<file path="config.mk">
export PLATFORM = sky130hd
export DESIGN_NAME = spram_arb
export DESIGN_NICKNAME = d
export VERILOG_FILES = /design/src/rtl/spram_arb.sv
export SDC_FILE = /design/constraint.sdc
export NUM_CORES = 1
export LEC_CHECK = 0
export CAP_MARGIN = 10
export CELL_PAD_IN_SITES_DETAIL_PLACEMENT = 1
export CELL_PAD_IN_SITES_GLOBAL_PLACEMENT = 2
export CORE_ASPECT_RATIO = 1.1
export CORE_MARGIN = 5
export CORE_UTILIZATION = 20
export CTS_CLUSTER_SIZE = 25
export DETAILED_ROUTE_END_ITERATION = 10
export GPL_TIMING_DRIVEN = 0
export MAX_ROUTING_LAYER = met4
export PLACE_DENSITY_LB_ADDON = 0.1
export SETUP_SLACK_MARGIN = 0.05
export SLEW_MARGIN = 10
export SYNTH_ARGS = -nofsm -noshare
export SYNTH_HDL_FRONTEND = slang
export SYNTH_SLANG_ARGS = --single-unit
</file>
<file path="constraint.sdc">
create_clock -name clk -period 2.3 [get_ports clk]
set_input_delay 0.575 -clock clk [delete_from_list [all_inputs] [get_ports clk]]
set_output_delay 0.575 -clock clk [all_outputs]
set_load 0.02 [all_outputs]
</file>
<file path="src/rtl/spram_arb.sv">
// Two-requester round-robin arbiter in front of a 16Kx16 single-port RAM macro,
// with idle-driven standby entry and a fixed-length wake sequence.
module spram_arb #(
    parameter int unsigned IDLE_SB  = 16,
    parameter int unsigned WAKE_CYC = 2
) (
    input  logic        clk,
    input  logic        rst_n,
    input  logic        a_req,
    input  logic        a_we,
    input  logic [1:0]  a_be,
    input  logic [13:0] a_addr,
    input  logic [15:0] a_wdata,
    output logic        a_gnt,
    output logic        a_rvalid,
    output logic [15:0] a_rdata,
    input  logic        b_req,
    input  logic        b_we,
    input  logic [1:0]  b_be,
    input  logic [13:0] b_addr,
    input  logic [15:0] b_wdata,
    output logic        b_gnt,
    output logic        b_rvalid,
    output logic [15:0] b_rdata,
    output logic [13:0] ram_ad,
    output logic [15:0] ram_di,
    output logic [3:0]  ram_maskwe,
    output logic        ram_we,
    output logic        ram_cs,
    output logic        ram_stdby,
    input  logic [15:0] ram_do
);

    typedef enum logic [1:0] {StAct, StStby, StWake} state_t;

    localparam logic [7:0] IdleSb   = 8'(IDLE_SB);
    localparam logic [3:0] WakeLast = 4'(WAKE_CYC - 1);

    state_t      r_state;
    state_t      w_state_nxt;
    logic [7:0]  r_idle;
    logic [3:0]  r_wake;
    logic        r_last_b;
    logic [13:0] r_ad;
    logic [15:0] r_di;
    logic        r_a_pend;
    logic        r_b_pend;
    logic [15:0] r_a_rdata;
    logic [15:0] r_b_rdata;

    logic        w_any_req;
    logic        w_act;
    logic        w_gnt_a;
    logic        w_gnt_b;
    logic        w_we;
    logic [1:0]  w_be;

    always_comb begin
        w_any_req = a_req | b_req;
        w_act     = rst_n && (r_state == StAct);
        // A wins a conflict only when B was the most recent winner
        w_gnt_a   = w_act && a_req && (!b_req || r_last_b);
        w_gnt_b   = w_act && b_req && !w_gnt_a;
        w_we      = (w_gnt_a & a_we) | (w_gnt_b & b_we);
        w_be      = w_gnt_a ? a_be : b_be;
    end

    always_comb begin
        w_state_nxt = r_state;
        unique case (r_state)
            StAct:   if (r_idle == IdleSb) w_state_nxt = StStby;
            StStby:  if (w_any_req) w_state_nxt = StWake;
            StWake:  if (r_wake == WakeLast) w_state_nxt = StAct;
            default: w_state_nxt = StAct;
        endcase
    end

    always_ff @(posedge clk) begin
        if (!rst_n) begin
            r_state   <= StAct;
            r_idle    <= 8'd0;
            r_wake    <= 4'd0;
            r_last_b  <= 1'b1;
            r_ad      <= 14'd0;
            r_di      <= 16'd0;
            r_a_pend  <= 1'b0;
            r_b_pend  <= 1'b0;
            r_a_rdata <= 16'd0;
            r_b_rdata <= 16'd0;
        end else begin
            r_state <= w_state_nxt;
            if (r_state == StAct) begin
                if (w_any_req) begin
                    r_idle <= 8'd0;
                end else if (r_idle != 8'hFF) begin
                    r_idle <= r_idle + 8'd1;
                end
            end else if (r_state == StWake) begin
                r_idle <= 8'd0;
            end
            r_wake <= (r_state == StWake) ? r_wake + 4'd1 : 4'd0;
            if (w_gnt_a) begin
                r_last_b <= 1'b0;
                r_ad     <= a_addr;
                r_di     <= a_wdata;
            end else if (w_gnt_b) begin
                r_last_b <= 1'b1;
                r_ad     <= b_addr;
                r_di     <= b_wdata;
            end
            r_a_pend <= w_gnt_a && !a_we;
            r_b_pend <= w_gnt_b && !b_we;
            if (r_a_pend) r_a_rdata <= ram_do;
            if (r_b_pend) r_b_rdata <= ram_do;
        end
    end

    assign a_gnt      = w_gnt_a;
    assign b_gnt      = w_gnt_b;
    assign ram_cs     = w_gnt_a | w_gnt_b;
    assign ram_we     = w_we;
    assign ram_maskwe = w_we ? {w_be[1], w_be[1], w_be[0], w_be[0]} : 4'b0000;
    assign ram_ad     = !rst_n ? 14'd0 : w_gnt_a ? a_addr : w_gnt_b ? b_addr : r_ad;
    assign ram_di     = !rst_n ? 16'd0 : w_gnt_a ? a_wdata : w_gnt_b ? b_wdata : r_di;
    assign ram_stdby  = rst_n && (r_state == StStby);
    // Outputs are forced low while reset is held, so a read in flight is dropped
    assign a_rvalid   = rst_n && r_a_pend;
    assign b_rvalid   = rst_n && r_b_pend;
    assign a_rdata    = !rst_n ? 16'd0 : r_a_pend ? ram_do : r_a_rdata;
    assign b_rdata    = !rst_n ? 16'd0 : r_b_pend ? ram_do : r_b_rdata;

endmodule
</file>
## Word-level counts from Yosys, hierarchy flattened

Cells that the tools add are included.

| operators by class | value |
|---|---|
| add/sub/neg operators | 2 |
| equality and inequality tests | 9 |
| multiplexer cells | 22 |
| bitwise gates (word level) | 5 |
| reductions and logical operators | 21 |

Operator list:

| kind | number |
|---|---|
| 2-to-1 mux 16 bit | 7 |
| 2-to-1 mux 14 bit | 3 |
| 2-to-1 mux 8 bit | 4 |
| logical AND 1 bit | 10 |
| adder 8 x 1 -> 8 bit, second input constant | 1 |
| == test 8 x 5 -> 1 bit, second input constant | 1 |
| 2-to-1 mux 2 bit | 4 |
| != test 8 bit, second input constant | 1 |
| != test 2 bit, second input constant | 3 |
| case mux 2 bit (3 select lines) | 1 |
| adder 4 x 1 -> 4 bit, second input constant | 1 |
| == test 4 x 1 -> 1 bit, second input constant | 1 |
| logical NOT 1 bit | 4 |
| 2-to-1 mux 4 bit | 1 |
| AND reduction 2 bit | 2 |
| nonzero test 2 bit | 2 |
| != test 3 x 2 -> 1 bit, second input constant | 1 |
| OR 1 bit | 3 |
| AND reduction 3 bit | 1 |
| AND 1 bit | 2 |
| == test 2 x 1 -> 1 bit, second input constant | 1 |
| == test 2 bit, second input constant | 1 |
| logical NOT 2 bit | 1 |
| 2-to-1 mux 1 bit | 2 |
| logical OR 1 bit | 1 |

| storage, ports and cells | value |
|---|---|
| register bits after elaboration | 79 |
| input port bits | 86 |
| output and inout bits | 73 |

## Logic depth before layout (Yosys ltp)

Gate-level depths: netlist of the first run.

| logic depth | value |
|---|---|
| depth after elaboration | 9 |
| depth in mapped cells | 8 |
| gate-level depth less buffers | 6 |

## Worst setup path after synthesis of the first run

Ideal clock, no wire load.

| timing path | value |
|---|---|
| kind | input to output |
| start point | input port b_req |
| end point | output port ram_maskwe[1] |
| data arrival time | 2.123 ns |
| path slack | -0.398 ns |
| stages on the path | 8 |
| cells stage by stage | clkbuf_1 > nand2b_1 > nand3_1 > clkbuf_1 > buf_2 > nand2_1 > a21oi_1 > buf_4 |

| on the way | value |
|---|---|
| cells in the longest elaborated chain, start to end | 8 |

Ends and longest elaborated chain:

| element | RTL line | RTL |
|---|---|---|
| from (decl) | 17 | `input logic b_req,` |
| logical NOT 1 bit | 62 | `w_gnt_a = w_act && a_req && (!b_req \|\| r_last_b);` |
| logical OR 1 bit | 62 |  |
| logical AND 1 bit | 62 |  |
| logical NOT 1 bit | 63 | `w_gnt_b = w_act && b_req && !w_gnt_a;` |
| logical AND 1 bit | 63 |  |
| AND 1 bit | 64 | `w_we = (w_gnt_a & a_we) \| (w_gnt_b & b_we);` |
| OR 1 bit | 64 |  |
| 2-to-1 mux 4 bit * | 122 | `assign ram_maskwe = w_we ? {w_be[1], w_be[1], w_be[0], w_be[0]} : 4'b0000;` |
| to (decl) | 27 | `output logic [3:0] ram_maskwe,` |

Mark *: on every way between the ends. The rest lies on a longest branch, timed or not.

## Worst setup path after layout of the first run

| timing path | value |
|---|---|
| start point | register r_state[0] |
| end point | output port ram_maskwe[1] |

| on the way | value |
|---|---|
| cells in the longest elaborated chain, start to end | 9 |

Ends and longest elaborated chain:

| element | RTL line | RTL |
|---|---|---|
| from (decl) | 39 | `state_t r_state;` |
| from (signal assigned) | 80 | `r_state <= StAct;` |
| from (signal assigned) | 91 | `r_state <= w_state_nxt;` |
| logical NOT 2 bit * | 60 | `w_act = rst_n && (r_state == StAct);` |
| logical AND 1 bit * | 60 |  |
| logical AND 1 bit (2 in series) | 62 |  |
| logical NOT 1 bit | 63 |  |
| logical AND 1 bit | 63 |  |
| AND 1 bit | 64 |  |
| OR 1 bit | 64 |  |
| 2-to-1 mux 4 bit * | 122 |  |

Marks and branches as above.

==> qor.csv, run 1 <==
metric,value,unit
status,finished with violations,
violations,setup timing,
cp_data_arrival_time,1.91,ns
port_buffers,157,
worstMarginPinSlew,0.5687,ns
cts_inserted_buffers,9,
crit_top_cell,buf_6,
slew_headroom,61.68,%
setup-violations-final,35,
cap_violations,0,
synth_edf_count,0,
pre_cts_ws,-1.420,ns
layout_commonest_cell,clkdlybuf4s50_1,
insertion_delay,0.34,ns
synth_ff_type,dfxtp_1,
synth_area,3371,sq um
gp_congestion,0.7551,
post-route-min-period,2.485,ns
hold_class,flip-flop to flip-flop,
crit_path_max_incr_delay,0.35,ns
clk_pin_slew,0.06,ns
wl_per_cell,17.75,um
wirelength,13.67,mm
drc,0,
power.leakage,0.002417,uW
crit_chain,nor3b_4 -> buf_6 -> o211a_4 -> a22oi_2 -> buf_6 -> a21oi_4 -> buf_6 -> buf_6,
synth_seq_area_share,46.92,%
synth_area_per_cell,8.894,sq um
cts_tree,yes,
syn_nets,469,
drt-initial-drc-count,105,
netlist.area_leader.share,46.92,%
cp.buffers_inverters,4,
cp_top_family,buffers and inverters,
synth.area.top_cells,"dfxtp_1 (47%), mux2i_1 (9.5%), nand2_1 (7.3%)",
via_per_inst,4.510,
start_util,20.51,%
grt_first_pass_wirelength,21.78,mm
grt_pass1_vias,3971,
diodes,0,
synth_warnings,0,
timing.fmax,402.5,MHz
grt_max_degree,14,
slowest_stage,dfxtp_2,
critPathLaunchType,flip-flop,
clock-sinks,79,
antenna_found_initial,0,
dieHeight,146.2,um
drive_gt1_share,38.69,%
peakVddDrop,0.3292,mV
crit_fanout,4,
ant_nets,0,
placedInstanceArea,5321,sq um
nNetsFinal,651,
min_period_over_period,108.0,%
num_vias,3473,
dr.pass1.iters,4,
fin_skew,0.006349,ns
hpwl,9.733,mm
die_x,133.8,um
synthToLayoutAreaGrowth,98.44,%
p_per_area,591.9,nW/um^2
ios,159,
root_buffer,clkbuf_16,
worst-setup-path-type,flip-flop to output pin,
rows,49,
hold_viol,0,
grt.total_usage,14.49,%
yosysTopAreaCell,dfxtp_1,
crit_required,1.73,ns
post-route-worst-setup-slack,-0.1848,ns
cts_buffer_depth,2,
htree_levels,3,
finalMaxSlewViolations,0,
syn-instance-count,379,
synth-seq-cells,79,
grt_setup_unrepaired,yes,
fin_area,6689,sq um
hold_buffers,0,
mostFrequentLayoutCells,"clkdlybuf4s50_1 (82), dfxtp_1 (75), nand2_1 (63), buf_6 (33), mux2i_1 (32)",
synthArstFlopShare,0,%
gr-total-overflow,0,
dieArea,19550,sq um
ys_types,43,
critPathCaptureType,output pin,
coreArea,16430,sq um
==> cells by family after synthesis <==
group / synth area share (%)
simple gates: 20.34
flops: 46.92
fa+ha+maj: 1.485
xor+xnor: 0.5198
compound gates: 16.18
buf+inv: 5.048
mux: 9.503
==> power by group <==
group / internal, uW / switching [uW]
Sequential: 1430 / 24.4
Combinational: 464 / 427
Clock: 1010 / 596
==> state kept, by name, summed over array words and instances (netlist names) <==
| signal | count |
|---|---|
| r_state | 2 |
| r_last_b | 1 |
| r_a_pend | 1 |
| r_b_pend | 1 |
| r_ad | 14 |
| r_b_rdata | 16 |
| r_a_rdata | 16 |
| r_idle | 8 |
| r_wake | 4 |
| r_di | 16 |
==> through the flow <==
step,setup TNS [ns],instances,util [%],power (uW),hold slack [ns]
finish,-4.579,770,40.71,3959,0.4778
global placement,-93.69,740,32.39,2146,0.4484
global route,-7.683,770,40.71,4151,0.4980
floorplan,-0.9114,379,-,1783,0.4334
CTS,-7.329,769,38.59,3931,0.4816
detailed placement,-94.15,740,32.39,2150,0.4669
==> final cells by class <==
cell class | count | area [sq um]
Buffer | 25 | 316.6
Clock buffer | 12 | 256.5
Clock inverter | 4 | 76.32
Fill cell | 1851 | 9742
Inverter | 9 | 38.79
Multi-Input combinational cell | 262 | 2331
Sequential cell | 79 | 1592
Tap cell | 204 | 255.2
Timing Repair Buffer | 175 | 1823
==> cell usage after synthesis, types with 2 or more instances <==
library cell	instances
dfxtp_1	79
nand2_1	66
nor2b_1	33
mux2i_1	32
a31oi_1	28
o21ai_0	26
clkbuf_1	18
nor2_1	11
inv_1	8
buf_2	7
o21ai_1	7
a21boi_0	5
a21oi_1	5
a22oi_1	5
nand3_1	5
ha_1	4
and2_1	3
buf_4	3
nor3_1	3
nor4_1	3
nand3b_1	2
nor4b_1	2
o211a_1	2
o21a_1	2
or3_1	2
==> worst paths after layout <==
kind                    from            end  slack, ns  cells after the start
setup reg to reg  r_state[0]      r_idle[5]       0.52                      5
hold / removal     r_wake[0]      r_wake[0]       0.48                      1
setup / recovery  r_state[0]  ram_maskwe[1]      -0.18                      8
hold reg to reg    r_wake[0]      r_wake[0]       0.48                      1
==> layer usage <==
metal	track usage [%]	vias up	wire length, um	share of wire (%)
met4	6.224	0	397	2.9
met5	-	-	0	0
met2	23.36	122	6435	47
li1	-	1677	-	-
met1	16.50	1650	5839	43
met3	4.680	24	995	7.3
==> timing repair <==
| item | CTS | global route |
|---|---|---|
| gates resized for setup | 461 | 79 |
| setup buffers | 13 | 1 |
| pin swaps | 11 | 25 |
| cloned | 2 | 2 |
| setup endpoints to repair | 73 | 70 |
(Power assumes the default switching activity.)
==> inputs of run 2 (changes only) <==
- SETUP_SLACK_MARGIN: 0.05 -> default
==> run 2 against run 1 <==
  * The flow still finishes with violations (setup timing)
  * Flip-flop and latch count unchanged
  * Wire length decreased by 0.31%
  * Largest power group unchanged
  * Via count decreased by 0.17%
  * Largest cell class unchanged
==> qor.csv, run 2 (synthesis results as in run 1) <==
metric,value,unit
cp_top_family,buffers and inverters,
cp_data_arrival_time,1.90,ns
layout_commonest_cell,clkdlybuf4s50_1,
dieHeight,146.2,um
root_buffer,clkbuf_16,
finalMaxSlewViolations,0,
p_comb_share,22.8,%
timing.fmax,404.5,MHz
hold_viol,0,
slew_headroom,60.10,%
fin_skew,0.01207,ns
critPathCaptureType,output pin,
via_per_inst,4.474,
cp.buffers_inverters,5,
pre_cts_ws,-1.472,ns
worst-setup-path-type,flip-flop to output pin,
clk_pin_slew,0.06,ns
slowest_stage,dfxtp_4,
ios,159,
clock-sinks,79,
port_buffers,157,
crit_fanout,8,
start_util,20.51,%
swShare,28.04,%
mostFrequentLayoutCells,"clkdlybuf4s50_1 (82), dfxtp_1 (75), nand2_1 (57), buf_6 (37), mux2i_1 (32)",
post-route-worst-setup-slack,-0.1724,ns
hold_class,flip-flop to flip-flop,
crit_chain,nor3b_4 -> buf_6 -> nand3_4 -> clkbuf_16 -> buf_8 -> nand2_2 -> a21oi_4 -> buf_6 -> buf_6,
cts_inserted_buffers,9,
grt.total_usage,14.22,%
die_x,133.8,um
p_per_area,586.4,nW/um^2
nNetsFinal,656,
fin_area,6533,sq um
reg.largest.list,"r_a_rdata (16), r_b_rdata (16), r_di (16)",
placedInstanceArea,5269,sq um
power_switching,1074,uW
peakVddDrop,0.2901,mV
cts_buffer_depth,2,
drt-initial-drc-count,129,
grt_max_degree,15,
coreArea,16430,sq um
critPathLaunchType,flip-flop,
grt_pass1_vias,3952,
antenna_found_initial,0,
hpwl,9.749,mm
crit_required,1.73,ns
p_clk_share,39.2,%
pwr-share-seq,38.0,%
insertion_delay,0.35,ns
grt_setup_unrepaired,yes,
min_period_over_period,107.5,%
timing.hold.ws,0.4745,ns
cap_violations,0,
synthToLayoutAreaGrowth,93.80,%
crit_top_cell,buf_6,
cts_tree,yes,
report.power.total,3831,uW
post-route-min-period,2.472,ns
num_vias,3467,
wirelength,13.63,mm
ant_nets,0,
dieArea,19550,sq um
power.leakage,0.002441,uW
crit_path_max_incr_delay,0.36,ns
htree_levels,3,
rrSetupSlack,0.40,ns
status,finished with violations,
internal-power,2757,uW
grt_first_pass_wirelength,21.45,mm
gp_congestion,0.7622,
worstMarginPinSlew,0.5922,ns
gr-total-overflow,0,
dr.pass1.iters,4,
fin_tns_setup,-4.378,ns
drive_gt1_share,36.95,%
rows,49,
diodes,0,
wl_per_cell,17.58,um
setup-violations-final,34,
violations,setup timing,
drc,0,
[run 2: area by class of cell]
type                    count  area (sq um)
plain buffers              24         276.5
clock buffers              10         239.0
clock inverters             6         67.56
fillers                  1835          9898
inverters                   9         38.79
multi-input cells         262          2296
flip-flops and latches     79          1594
well taps                 204         255.2
repair buffers            181          1765
[run 2: timing repair]
item | 4_1_cts | 5_1_grt
buffers inserted | 16 | 4
pin swaps | 9 | 14
cloned | 2 | 2
resized for setup | 419 | 120
hold buffers | 0 | 0
endpoints found under the hold margin | 0 | 0
endpoints found under the setup margin | 73 | 69
[run 2: worst paths after layout]
| kind | start | depth (start not counted) | end |
|---|---|---|---|
| worst max-delay path | r_state[1] | 9 | ram_maskwe[1] |
| worst min-delay path | r_wake[0] | 1 | r_wake[0] |
| worst max register to register | r_state[0] | 6 | r_idle[5] |
| worst min register to register | r_wake[0] | 1 | r_wake[0] |
[run 2: stage by stage]
stage / util (%) / cells
detailed placement: 32.07 / 740
global route: 39.76 / 775
floorplan: - / 379
global placement: 32.07 / 740
finish: 39.76 / 775
CTS: 38.04 / 771
[run 2: power by group through the flow]
stage	clock (uW)	sequential, uW	combinational, uW
after global placement	0	1480	656
after floorplan	0	1480	295
after detailed placement	0	1480	660
after CTS	1550	1450	805
final	1500	1460	873
after global routing	1590	1460	936
[run 2: metal layers]
metal	vias to the layer above	routed length, um	global-route usage, %	part of all wire [%]
met5	-	0	-	0
met4	0	252	5.298	1.8
met3	15	985	4.818	7.2
met2	111	6444	22.50	47
met1	1656	5942	16.73	44
li1	1685	-	-	-
